`src/rtl/uart_rx_fifo.sv`:
```
// UART receiver (8N1 / 8E1 / 8O1) feeding a first-word-fall-through receive FIFO.
// Byte visible one cycle after the stop-bit sample; a full FIFO drops new bytes and pulses overflow_o.
module uart_rx_fifo #(
  parameter int CLK_FREQ   = 50000000,
  parameter int BAUD       = 115200,
  parameter int FIFO_DEPTH = 8,
  parameter int PARITY_EN  = 0,
  parameter int PARITY_ODD = 0
) (
  input  logic                            clk_i,
  input  logic                            rst_i,
  input  logic                            rx_i,
  output logic [7:0]                      rdata_o,
  output logic                            rvalid_o,
  input  logic                            rready_i,
  output logic [$clog2(FIFO_DEPTH+1)-1:0] fifo_level_o,
  output logic                            frame_err_o,
  output logic                            parity_err_o,
  output logic                            overflow_o
);

  localparam int CPS   = CLK_FREQ / BAUD;
  localparam int CYC_W = $clog2(CPS);
  localparam int PTR_W = $clog2(FIFO_DEPTH);
  localparam int LVL_W = $clog2(FIFO_DEPTH + 1);
  localparam logic [CYC_W-1:0] HALF_M1 = CYC_W'(CPS / 2 - 1);
  localparam logic [CYC_W-1:0] FULL_M1 = CYC_W'(CPS - 1);
  localparam logic [LVL_W-1:0] LVL_FULL = LVL_W'(FIFO_DEPTH);

  if (CPS < 4) begin : g_cps_chk
    $error("uart_rx_fifo: CLK_FREQ/BAUD must be >= 4");
  end
  if (FIFO_DEPTH < 2 || (FIFO_DEPTH & (FIFO_DEPTH - 1)) != 0) begin : g_depth_chk
    $error("uart_rx_fifo: FIFO_DEPTH must be a power of two >= 2");
  end

  typedef enum logic [2:0] {
    S_IDLE, S_START, S_DATA, S_PARITY, S_STOP, S_WAIT_IDLE
  } state_e;

  state_e             state_q, state_d;
  logic               rx_meta_q, rx_meta_d, rx_s_q, rx_s_d;
  logic [CYC_W-1:0]   cyc_cnt_q, cyc_cnt_d;
  logic [2:0]         bit_cnt_q, bit_cnt_d;
  logic [7:0]         shift_q, shift_d;
  logic               par_bad_q, par_bad_d;
  logic               frame_err_q, frame_err_d;
  logic               parity_err_q, parity_err_d;
  logic               overflow_q, overflow_d;
  logic [7:0]         mem_q [FIFO_DEPTH];
  logic [7:0]         mem_d [FIFO_DEPTH];
  logic [PTR_W-1:0]   wr_ptr_q, wr_ptr_d, rd_ptr_q, rd_ptr_d;
  logic [LVL_W-1:0]   count_q, count_d;
  logic               stop_smp, byte_ok, full, push, pop;

  always_ff @(posedge clk_i or posedge rst_i) begin
    if (rst_i) begin
      rx_meta_q    <= 1'b1;
      rx_s_q       <= 1'b1;
      state_q      <= S_IDLE;
      cyc_cnt_q    <= '0;
      bit_cnt_q    <= '0;
      shift_q      <= '0;
      par_bad_q    <= 1'b0;
      frame_err_q  <= 1'b0;
      parity_err_q <= 1'b0;
      overflow_q   <= 1'b0;
      mem_q        <= '{default: '0};
      wr_ptr_q     <= '0;
      rd_ptr_q     <= '0;
      count_q      <= '0;
    end else begin
      rx_meta_q    <= rx_meta_d;
      rx_s_q       <= rx_s_d;
      state_q      <= state_d;
      cyc_cnt_q    <= cyc_cnt_d;
      bit_cnt_q    <= bit_cnt_d;
      shift_q      <= shift_d;
      par_bad_q    <= par_bad_d;
      frame_err_q  <= frame_err_d;
      parity_err_q <= parity_err_d;
      overflow_q   <= overflow_d;
      mem_q        <= mem_d;
      wr_ptr_q     <= wr_ptr_d;
      rd_ptr_q     <= rd_ptr_d;
      count_q      <= count_d;
    end
  end

  always_comb begin
    rx_meta_d = rx_i;
    rx_s_d    = rx_meta_q;
    state_d   = state_q;
    cyc_cnt_d = cyc_cnt_q + CYC_W'(1);
    bit_cnt_d = bit_cnt_q;
    shift_d   = shift_q;
    par_bad_d = par_bad_q;
    case (state_q)
      S_IDLE: begin
        cyc_cnt_d = '0;
        if (!rx_s_q) begin
          state_d   = S_START;
          par_bad_d = 1'b0;
        end
      end
      S_START: begin
        if (cyc_cnt_q == HALF_M1) begin
          cyc_cnt_d = '0;
          bit_cnt_d = '0;
          state_d   = rx_s_q ? S_IDLE : S_DATA;
        end
      end
      S_DATA: begin
        if (cyc_cnt_q == FULL_M1) begin
          cyc_cnt_d          = '0;
          shift_d[bit_cnt_q] = rx_s_q;
          bit_cnt_d          = bit_cnt_q + 3'd1;
          if (bit_cnt_q == 3'd7) state_d = (PARITY_EN != 0) ? S_PARITY : S_STOP;
        end
      end
      S_PARITY: begin
        if (cyc_cnt_q == FULL_M1) begin
          cyc_cnt_d = '0;
          par_bad_d = ((^shift_q) ^ rx_s_q) != 1'(PARITY_ODD);
          state_d   = S_STOP;
        end
      end
      S_STOP: begin
        if (cyc_cnt_q == FULL_M1) begin
          cyc_cnt_d = '0;
          state_d   = rx_s_q ? S_IDLE : S_WAIT_IDLE;
        end
      end
      S_WAIT_IDLE: begin
        cyc_cnt_d = '0;
        if (rx_s_q) state_d = S_IDLE;
      end
      default: state_d = S_IDLE;
    endcase
  end

  // Stop-bit outcome: frame error beats parity error beats overflow beats push.
  always_comb begin
    stop_smp     = (state_q == S_STOP) && (cyc_cnt_q == FULL_M1);
    pop          = (count_q != '0) && rready_i;
    full         = (count_q == LVL_FULL);
    frame_err_d  = stop_smp && !rx_s_q;
    parity_err_d = stop_smp && rx_s_q && par_bad_q;
    byte_ok      = stop_smp && rx_s_q && !par_bad_q;
    overflow_d   = byte_ok && full && !pop;
    push         = byte_ok && (!full || pop);
    mem_d        = mem_q;
    wr_ptr_d     = wr_ptr_q;
    rd_ptr_d     = rd_ptr_q;
    count_d      = count_q;
    if (push) begin
      mem_d[wr_ptr_q] = shift_q;
      wr_ptr_d        = wr_ptr_q + PTR_W'(1);
    end
    if (pop) rd_ptr_d = rd_ptr_q + PTR_W'(1);
    case ({push, pop})
      2'b10:   count_d = count_q + LVL_W'(1);
      2'b01:   count_d = count_q - LVL_W'(1);
      default: count_d = count_q;
    endcase
  end

  assign rdata_o      = mem_q[rd_ptr_q];
  assign rvalid_o     = (count_q != '0);
  assign fifo_level_o = count_q;
  assign frame_err_o  = frame_err_q;
  assign parity_err_o = parity_err_q;
  assign overflow_o   = overflow_q;

endmodule

```
`config.mk`:
```
export PLATFORM = sky130hd
export DESIGN_NAME = uart_rx_fifo
export DESIGN_NICKNAME = d
export VERILOG_FILES = /design/src/rtl/uart_rx_fifo.sv
export SDC_FILE = /design/constraint.sdc
export NUM_CORES = 1
export LEC_CHECK = 0
export ABC_AREA = 1
export CAP_MARGIN = 10
export CORE_ASPECT_RATIO = 2
export CORE_MARGIN = 4
export CORE_UTILIZATION = 45
export DETAILED_ROUTE_END_ITERATION = 10
export GPL_TIMING_DRIVEN = 0
export HOLD_SLACK_MARGIN = 0.15
export PLACE_DENSITY = 0.64
export RECOVER_POWER = 25
export SYNTH_ARGS = -nofsm -noshare
export SYNTH_HDL_FRONTEND = slang
export SYNTH_SLANG_ARGS = --single-unit
```
`constraint.sdc`:
```
create_clock -name clk_i -period 4.1 [get_ports clk_i]
set_input_delay 0.41 -clock clk_i [delete_from_list [all_inputs] [get_ports clk_i]]
set_output_delay 0.41 -clock clk_i [all_outputs]
set_load 0.05 [all_outputs]
```
==> impl_results.md <==
* Status: complete, but fails checks
* Failing checks: max-capacitance violations, max-slew violations
* Clock Tree Root: clkbuf_16
* Mux cell area share after synthesis at 0%
* DIE AREA at 14,340 um^2
* Adder-Cell Fraction of Synth Area at under 10%
* Fraction of layout cells with a size suffix above 1 at slightly below 9%
* Crit-path leading delay family: buffers and inverters
* Number of global-route vias before repair at ~4.8k
* Reg2reg path depth at 10
* Place WS at 0.9724 ns
* Syn-to-layout area delta at 12.46%
* Critical R2R Launch: fifo_level_o[1]$_DFFE_PP0P_
* R2R Setup Slk at 1.39 ns
* CTS Sinks at between 100 and 150
* Most common cell in the synthesized netlist: nand2_1
* Post_cts resized at 0
* CTS H-Tree Depth at 3
* Synth Net Count at between 700 and 800
* Final hold vios at 0
* Hold path startpoint: rx_meta_q$_DFF_PP1_
* RSZ-0062 raised after global routing: false
* Largest family of logic cells by synthesized area: simple AND/OR/NAND/NOR gates
* Yosys reg bits at 103
* Design area at roughly 6300 um^2
* Dominant cells by area after synthesis: dfrtp_1, nand2_1, nand3_1
* CTS tree: done
* CP Data Arrival Time at around 2.8 ns
* Antenna fix cells at 0
* Horiz. Die Dim at around 87 um
* Final WS setup at 0.8549 ns
* Number of CTS-inserted buffers at 9
* Filler cells at about 1.2k
* Static Leak at 0.003202 uW
* Post-synth EDFFs at 0
* Site Rows at 57
* Synth area leader: dfrtp_1
* Syn avg cell area at approximately 8 um^2
* Initial core utilization at roughly 46%
* Top cell type's share of synthesized area at a little under half
* Worst flop-to-flop path endpoint: fifo_level_o[2]$_DFFE_PP0P_
* VDD IR max at about 270 uV
* Total number of vias at ~4.8k
* Die height at around 170 um
* Worst-Margin Slew at ~1.7 ns
* Final number of setup-violating endpoints at 0
* Total GRT Usage at between 20% and 30%
* Compound-Gate Fraction of Synth Area at under 10%
* Hold Crit Class: reg2reg
* I/O Buffers at 19
* Fraction of registers with async set/reset at 100.0%
* Via density at between 5 and 6
* Initial antenna violation count at 0
* Hold Buf Count CTS at 0
* Sequential area share after synthesis at a little under half
* Post-place instance area at between 5000 and 6000 um^2
* DRT iter0 DRCs at around 350
* Setup Buffers After CTS at 0
* Synth Instances at around 700
* Most frequent cells after synthesis: nand2_1, dfrtp_1, nand3_1
* Hold endpoint: rx_s_q$_DFF_PP1_
* Final worst path period need at 3.245 ns
* Achievable Freq at around 310 MHz
* Placer Congestion at between 0.8 and 0.9
* Crit-path max FO at 10
* Core area at between 10,000 and 15,000 um^2
* Prevailing post-synth register cell: dfrtp_1
* Critical Setup Path Class: reg2out
* Max-slew violations at 37
* Later-pin clock latency in the skew report at 0.35 ns
* Number of distinct library cells after synthesis at 32
* Total gr overflow at 0
* Drt pass-1 iters at 5
* WL final at around 15,000 um
* Max-cap violations at 1
* Pwr dens at ~300 nW/um^2
* Min-Delay Path Depth at 0
* Area share of xor/xnor cells in the synthesized design at 1.572%
* Crit end category: primary output
* Layout Nets at about 740
* Worst setup SP type: register
* CTS Buffer Depth at 2
* Placed wire-length estimate at roughly 11,000 um
* Tcrit/Tclk final at between 70 and 80%
* Worst Skew at ~0.0080 ns
* Pin count of the biggest net entering global routing at 68
* Clock transition at the registers of the reported paths at approximately 0.070 ns
* CP bufs+invs at 3
* Area of the multi-input gates at approximately 2600 um^2
* Global-route wire length before repair at approximately 24,000 um
* CP most frequent cell: nand2_1
* IO Count at 20
* Simple-gate share of the synthesized area at roughly 35%
* Register area at between 2000 and 3000 um^2
* Post-Syn Area at roughly 5600 um^2
* Synth warnings at 0
* CP max stage delay at roughly 0.84 ns
* CP max stage cell: clkdlybuf4s50_1
* Slew Limit Headroom at -16.11%
* Required time of the critical path at ~3.7 ns
* Post-route DRC at 0
* Antenna Violating Nets Remaining at 0
* CP Cell Sequence: inv_1 -> clkbuf_1 -> nand2_1 -> nand2_1 -> a21oi_1 -> a31oi_1 -> clkdlybuf4s50_1
* Avg WL per Cell at around 17 um
[worst max path at each step]
| stage | slack [ns] | end | depth (start not counted) | start |
|---|---|---|---|---|
| after detailed placement | 0.97 | fifo_level_o[2]$_DFFE_PP0P_ | 11 | rready_i |
| after CTS | 0.87 | rdata_o[0] | 7 | rd_ptr_q[0]$_DFFE_PP0P_ |
| after global placement | -0.56 | fifo_level_o[2]$_DFFE_PP0P_ | 2 | rst_i |
| after global routing | 0.64 | rdata_o[0] | 7 | rd_ptr_q[0]$_DFFE_PP0P_ |
| after floorplan | 0.99 | bit_cnt_q[0]$_DFFE_PP0P_ | 1 | rst_i |
| final | 0.85 | rdata_o[0] | 7 | rd_ptr_q[0]$_DFFE_PP0P_ |
[per-layer routing]
layer	GRT usage (%)	share of wire [%]	vias to the layer above	wire length [um]
li1	-	-	2319	-
met1	23.40	36	2237	5345
met2	39.85	54	153	7961
met3	3.277	3.5	51	518
met4	14.89	6.8	0	1010
met5	0	0	-	0
[worst register-to-register path: stages, from the launching register on]
cell	delay (ns)
dfrtp_1	0.46
nor2_1	0.09
nand3_1	0.16
buf_4	0.33
nand4_1	0.30
ha_1	0.34
xor2_1	0.26
ha_1	0.21
a21oi_1	0.05
or2_2	0.30
a31oi_1	0.13
[through the flow]
| step | cells | hold WS, ns | setup TNS (ns) | util (%) | total power [uW] |
|---|---|---|---|---|---|
| 2_1_floorplan | 699 | 0.3452 | 0 | - | 1057 |
| 5_1_grt | 882 | 0.3608 | 0 | 51.69 | 1960 |
| 6_report | 882 | 0.3563 | 0 | 51.69 | 1909 |
| 3_3_place_gp | 865 | 0.3460 | -55.42 | 49.05 | 1067 |
| 3_5_place_dp | 866 | 0.3470 | 0 | 49.30 | 1072 |
| 4_1_cts | 882 | 0.3569 | 0 | 51.70 | 1924 |
[cell usage in the layout, fill, tap and decap left out, types with 4 or more instances in the layout]
cell type	count
a21oi_1	10
a31oi_1	10
buf_4	4
buf_8	6
clkbuf_1	11
clkbuf_16	9
clkbuf_8	4
clkdlybuf4s50_1	17
dfrtp_1	101
ha_1	10
inv_1	44
nand2_1	232
nand3_1	90
nand4_4	9
nor2_1	68
nor2_2	8
nor3_1	4
o21ai_0	54
xor2_1	7
[power breakdown]
part / internal [uW] / total, uW / switching [uW]
clock network: 474 / 859 / 385
registers: 1020 / 1020 / 1.24
logic: 6.32 / 31.3 / 24.9
total: 1500 / 1910 / 411
[sequential cells by signal, summed over array words and instances (netlist names)]
signal        flops
bit_cnt_q         3
state_q           3
mem_q            64
frame_err_o       1
rd_ptr_q          3
shift_q           8
cyc_cnt_q         9
parity_err_o      1
wr_ptr_q          3
fifo_level_o      4
rx_s_q            1
par_bad_q         1
rx_meta_q         1
overflow_o        1
[cells by family (layout without fill, tap and decap cells)]
family,count (synthesis),count (layout)
simple gates,425,425
flops,103,103
buf+inv,77,113
compound gates,74,74
fa+ha+maj,10,10
xor+xnor,10,10
[cell type report]
class,count,share of cell area [%]
Clock inverter,5,0.9383
Multi-Input combinational cell,519,41.05
Sequential cell,103,41.17
Inverter,50,3.035
Tap cell,147,2.935
Timing Repair Buffer,20,3.474
Clock buffer,11,3.713
Buffer,27,3.693
(Power assumes the default switching activity.)
